$ cat config.mk
export PLATFORM = sky130hd
export DESIGN_NAME = reg_file_ctx
export DESIGN_NICKNAME = d
export VERILOG_FILES = /design/src/rtl/reg_file_ctx_pkg.sv /design/src/rtl/reg_file_ctx_stack.sv /design/src/rtl/reg_file_ctx.sv
export SDC_FILE = /design/constraint.sdc
export NUM_CORES = 1
export LEC_CHECK = 0
export ABC_AREA = 1
export CORE_MARGIN = 2
export CORE_UTILIZATION = 65
export CTS_CLUSTER_SIZE = 10
export DETAILED_ROUTE_END_ITERATION = 7
export PLACE_DENSITY = 0.88
export REMOVE_ABC_BUFFERS = 1
export SYNTH_ARGS = -nofsm -noshare
export SYNTH_HDL_FRONTEND = slang
export SYNTH_HIERARCHICAL = 1
export SYNTH_SLANG_ARGS = --single-unit
$ cat constraint.sdc
create_clock -name Clk -period 8.6 [get_ports Clk]
set_clock_uncertainty 0.05 [all_clocks]
set_input_delay 1.29 -clock Clk [delete_from_list [all_inputs] [get_ports Clk]]
set_output_delay 1.29 -clock Clk [all_outputs]
set_load 0.005 [all_outputs]
$ cat src/rtl/reg_file_ctx_pkg.sv
// rtl/reg_file_ctx_pkg.sv - shared types and sizing helpers for the context register file
package reg_file_ctx_pkg;

  typedef enum logic [1:0] {
    IDLE,
    SAVE,
    RESTORE
  } ctx_state_t;

  // Words per context frame: every general register plus the jump register.
  function automatic int frame_size(input int a);
    return (1 << a) + 1;
  endfunction

  function automatic int depth_width(input int d);
    return $clog2(d + 1);
  endfunction

endpackage

$ cat src/rtl/reg_file_ctx_stack.sv
// rtl/reg_file_ctx_stack.sv - ctx_stack: D frames of F words, one sync write port, one comb read port
module ctx_stack #(
  parameter int W  = 8,
  parameter int D  = 4,
  parameter int F  = 5,
  parameter int FW = 2,
  parameter int IW = 3
) (
  input  logic          clk,
  input  logic          we,
  input  logic [FW-1:0] wr_frame,
  input  logic [IW-1:0] wr_idx,
  input  logic [W-1:0]  wr_data,
  input  logic [FW-1:0] rd_frame,
  input  logic [IW-1:0] rd_idx,
  output logic [W-1:0]  rd_data
);

  localparam int AW = (D * F > 1) ? $clog2(D * F) : 1;

  logic [W-1:0]  mem [D*F];
  logic [AW-1:0] wr_addr;
  logic [AW-1:0] rd_addr;

  // Frames are laid out back to back; contents deliberately survive reset.
  assign wr_addr = AW'(wr_frame) * AW'(F) + AW'(wr_idx);
  assign rd_addr = AW'(rd_frame) * AW'(F) + AW'(rd_idx);
  assign rd_data = mem[rd_addr];

  always_ff @(posedge clk) begin
    if (we) begin
      mem[wr_addr] <= wr_data;
    end
  end

endmodule

$ cat src/rtl/reg_file_ctx.sv
// rtl/reg_file_ctx.sv - register file with serial context save/restore stack; REG_FILE_CTX_BYPASS_EN adds write-to-read forwarding
module reg_file_ctx
  import reg_file_ctx_pkg::*;
#(
  parameter int W = 8,
  parameter int A = 2,
  parameter int D = 4
) (
  input  logic                           Clk,
  input  logic                           Reset,
  input  logic                           WriteEn,
  input  logic                           LutWrEn,
  input  logic                           JumpWrEn,
  input  logic [A-1:0]                   Waddr,
  input  logic [W-1:0]                   DataIn,
  input  logic [W-1:0]                   LutData,
  input  logic                           SetInst,
  input  logic [A-1:0]                   RaddrA,
  input  logic [A-1:0]                   RaddrB,
  output logic [W-1:0]                   DataOutA,
  output logic [W-1:0]                   DataOutB,
  output logic [W-1:0]                   JumpReg,
  input  logic                           CtxSave,
  input  logic                           CtxRestore,
  output logic                           Busy,
  output logic [depth_width(D)-1:0]      CtxDepth,
  output logic                           CtxErr
);

  localparam int N  = 1 << A;
  localparam int F  = frame_size(A);
  localparam int DW = depth_width(D);
  localparam int IW = $clog2(F);
  localparam int FW = (D > 1) ? $clog2(D) : 1;

  logic [W-1:0]  regs [N];
  logic [W-1:0]  jump_q;
  ctx_state_t    state, state_next;
  logic [IW-1:0] idx, idx_next;
  logic [DW-1:0] depth, depth_next;
  logic          err_q, err_next;
  logic          last;
  logic          stk_we;
  logic [FW-1:0] wr_frame, rd_frame;
  logic [W-1:0]  stk_wdata, stk_rdata;

  assign last      = (idx == IW'(F - 1));
  assign wr_frame  = FW'(depth);
  assign rd_frame  = FW'(depth - DW'(1));
  assign stk_wdata = (idx < IW'(N)) ? regs[idx[A-1:0]] : jump_q;

  ctx_stack #(
    .W (W),
    .D (D),
    .F (F),
    .FW(FW),
    .IW(IW)
  ) u_stack (
    .clk     (Clk),
    .we      (stk_we),
    .wr_frame(wr_frame),
    .wr_idx  (idx),
    .wr_data (stk_wdata),
    .rd_frame(rd_frame),
    .rd_idx  (idx),
    .rd_data (stk_rdata)
  );

  always_comb begin
    state_next = state;
    idx_next   = idx;
    depth_next = depth;
    err_next   = 1'b0;
    stk_we     = 1'b0;
    case (state)
      IDLE: begin
        idx_next = '0;
        if (CtxSave && CtxRestore) begin
          err_next = 1'b1;
        end else if (CtxSave) begin
          if (depth < DW'(D)) state_next = SAVE;
          else                err_next   = 1'b1;
        end else if (CtxRestore) begin
          if (depth != '0) state_next = RESTORE;
          else             err_next   = 1'b1;
        end
      end
      SAVE: begin
        stk_we   = 1'b1;
        idx_next = idx + IW'(1);
        if (last) begin
          idx_next   = '0;
          depth_next = depth + DW'(1);
          state_next = IDLE;
        end
      end
      RESTORE: begin
        idx_next = idx + IW'(1);
        if (last) begin
          idx_next   = '0;
          depth_next = depth - DW'(1);
          state_next = IDLE;
        end
      end
      default: state_next = IDLE;
    endcase
  end

  always_ff @(posedge Clk) begin
    if (Reset) begin
      for (int i = 0; i < N; i++) regs[i] <= '0;
      jump_q <= '0;
      state  <= IDLE;
      idx    <= '0;
      depth  <= '0;
      err_q  <= 1'b0;
    end else begin
      state <= state_next;
      idx   <= idx_next;
      depth <= depth_next;
      err_q <= err_next;
      if (state == IDLE) begin
        if (WriteEn)      regs[Waddr] <= DataIn;
        else if (LutWrEn) regs[Waddr] <= LutData;
        if (JumpWrEn)     jump_q      <= DataIn;
      end else if (state == RESTORE) begin
        if (last) jump_q               <= stk_rdata;
        else      regs[idx[A-1:0]]     <= stk_rdata;
      end
    end
  end

`ifdef REG_FILE_CTX_BYPASS_EN
  logic         wr_act;
  logic [W-1:0] wr_data;
  logic [A-1:0] addr_a;

  // Forwarding only applies in IDLE, where the write will actually land.
  always_comb begin
    wr_act  = (state == IDLE) && (WriteEn || LutWrEn);
    wr_data = WriteEn ? DataIn : LutData;
    addr_a  = SetInst ? {A{1'b0}} : RaddrA;
    DataOutA = (wr_act && addr_a == Waddr) ? wr_data : regs[addr_a];
    DataOutB = (wr_act && RaddrB == Waddr) ? wr_data : regs[RaddrB];
    JumpReg  = (state == IDLE && JumpWrEn) ? DataIn : jump_q;
  end
`else
  assign DataOutA = regs[SetInst ? {A{1'b0}} : RaddrA];
  assign DataOutB = regs[RaddrB];
  assign JumpReg  = jump_q;
`endif

  assign Busy     = (state != IDLE);
  assign CtxDepth = depth;
  assign CtxErr   = err_q;

endmodule
==> metrics.txt <==
status complete, no violations; # H-tree levels 1; worst reg2reg setup slack 4.05 ns; Synthesis Warnings 6; crit path capture type output pin; root buf cell clkbuf_16; part of the Yosys area used for sequential elements 58.5%; TritonRoute pass-1 iters 8; Filler cells about 1000; Die Y-Extent approximately 130 um; FF-to-FF Start CtxDepth[0]; Worst Max-Slew Pin Slew 1.17 ns; Post-synth EDFFs between 150 and 200; RD Place Congestion 0.989; Post-CTS Hold Buffers 0; vias in the first global route 7878; Post-DP HPWL approximately 17 mm; DR DRC count 0; Max Cap Viol 0; Die Width around 130 um; DRT iter0 DRCs between 1000 and 1500; largest net degree at the start of global routing 82; RSZ-0062 raised after global routing no; Max VDD drop between 0.2 and 0.25 mV; Max Slew Vio Count 0; Layout Nets around 1200; WHS Endpoint JumpReg[6]; # clock sinks approximately 210; share of cells above drive strength 1 between 5 and 6%; WHS Path Cells 4; Worst-path clk slew ~0.05 ns; die area 17200 um^2; Hold WC Path Type reg2reg; # port buffers 58; total gr overflow 0; Tcrit/Tclk final around 56%; # IOs 59; Final Hold Fails 0; post-cts sizing count 0; critical path launch point type primary input; P per Cell Area between 200 and 300 nW/um^2; final std cells w/o fill between 1000 and 1500; DR vias/cell between 5 and 6; FP Rows 46; Worst Setup Path Type in2out; CTS Buffer Depth 3; Post-Route WL around 26 mm; Initial Util between 60% and 70%; post-synth top area cell edfxtp_1; min-delay src JumpReg[6]; dominant synthesized flop cell edfxtp_1; Cells after DPL 1379; WP data required about 7.3 ns; Post-synth top cells 287 x nand2_1, 192 x edfxtp_1, 173 x inv_1; first-pass GRT wire length between 40 and 50 mm; largest fanout on the critical path 24; reg2reg path depth 16; antenna diode count 0; Final Critical Period 4.78 ns; P_leak around 5.1 nW; area grow syn2layout 13.4%; DR vias ~8300; setup TNS 0 ns; synthesized area roughly 11000 um^2; reg-to-reg critical path endpoint regs[0][4]; relative slew slack between 20% and 30%; main area contributors after synthesis edfxtp_1 55%, nand2_1 10%, inv_1 6.2%; gr usage total just under 30%; count leader, synth nand2_1; Synth cell types 33; total CTS buffers 25; Yosys top cell area share 54.8%; final setup fails 0; Clk Latency, worst-skew pair approximately 0.51 ns; FF+latch count, synth 211; Max Clk Rate approximately 0.21 GHz; WP data arrival between 3 and 4 ns; Mapped Cells 1146; placed inst area 11200 um^2; final instance area between 10000 and 15000 um^2; Post-CTS Repair Setup Buffers 0; TritonCTS clock tree yes; antenna violations before repair 0; Async S/R FF share, synth 0%; Core ar. ~16000 um^2; WL per Instance between 15 and 20 um; post-route ant nets 0; syn_area_per_cell between 9 and 10 um^2
==> critical path: stages <==
cell	delay [ns]
clkdlybuf4s50_1	0.65
inv_1	0.37
o21ai_0	0.36
a21oi_1	0.08
a21oi_1	0.17
clkdlybuf4s50_1	0.52
==> sequential cells by signal (all words and copies together) (netlist names), named ones only <==
signal       cells
u_stack/mem    160
CtxErr           1
regs            32
JumpReg          8
CtxDepth         3
idx              3
state            2
==> cell usage in the layout, fill, tap and decap left out, drive strengths merged <==
master,instances
clkbuf,42
nor2,127
o21ai,60
a211oi,1
buf,3
fa,2
nand4,1
xor2,2
nor3,2
ha,22
clkinv,1
edfxtp,192
bufinv,1
clkdlybuf4s50,58
o221ai,1
o22ai,9
a31oi,10
nand3,107
inv,180
o211ai,8
nand3b,9
nand2,296
a21oi,53
dfxtp,19
xnor2,2
==> per-stage QoR <==
step | setup WS, ns | util (%) | hold WS, ns | power [mW]
3_3_place_gp | 3.88 | 70.7 | 0.481 | 2.45
4_1_cts | 3.84 | 75.3 | 0.502 | 3.44
3_5_place_dp | 3.90 | 70.7 | 0.493 | 2.49
6_report | 3.82 | 75.3 | 0.503 | 3.46
2_1_floorplan | 4.85 | - | 0.454 | 2.06
5_1_grt | 3.66 | 75.3 | 0.522 | 3.62
==> kinds of logic (layout without fill, tap and decap cells) <==
kind of cell / Yosys count / in the layout / share of synthesized area, %
compound gates: 142 / 142 / 7.44
xor+xnor: 4 / 4 / 0.405
fa+ha+maj: 24 / 24 / 3.00
buf+inv: 223 / 285 / 8.84
flops: 211 / 211 / 58.5
simple gates: 542 / 542 / 21.9
==> power breakdown <==
group	internal, mW	total [mW]	switching [mW]
registers	1.29	1.36	0.0665
clock network	0.572	0.953	0.381
logic	0.340	1.15	0.810
==> layout make-up <==
type                            count  area (um^2)  area share, %
Sequential cell                   211         6150           51.6
Multi-Input combinational cell    712         3490           29.3
Timing Repair Buffer               61          603           5.06
Clock inverter                      3         43.8          0.367
Clock buffer                       42          689           5.78
Inverter                          179          677           5.68
Tap cell                          216          270           2.27
==> worst max-delay path by stage <==
stage | start | to
final | RaddrB[0] | DataOutB[1]
after detailed placement | RaddrA[0] | DataOutA[1]
after global routing | RaddrA[0] | DataOutA[1]
after floorplan | CtxDepth[0] | regs[0][0]
after global placement | RaddrA[0] | DataOutA[1]
after CTS | RaddrB[0] | DataOutB[1]
==> routing by layer <==
metal  global-route usage, %  up-vias  share of wire, %
met5                       0        -                 0
met4                    12.9        0               3.9
met3                    5.13       84               9.9
met2                    51.1      490                49
met1                    37.5     3842                37
li1                        -     3839                 -
(Power assumes the default switching activity.)
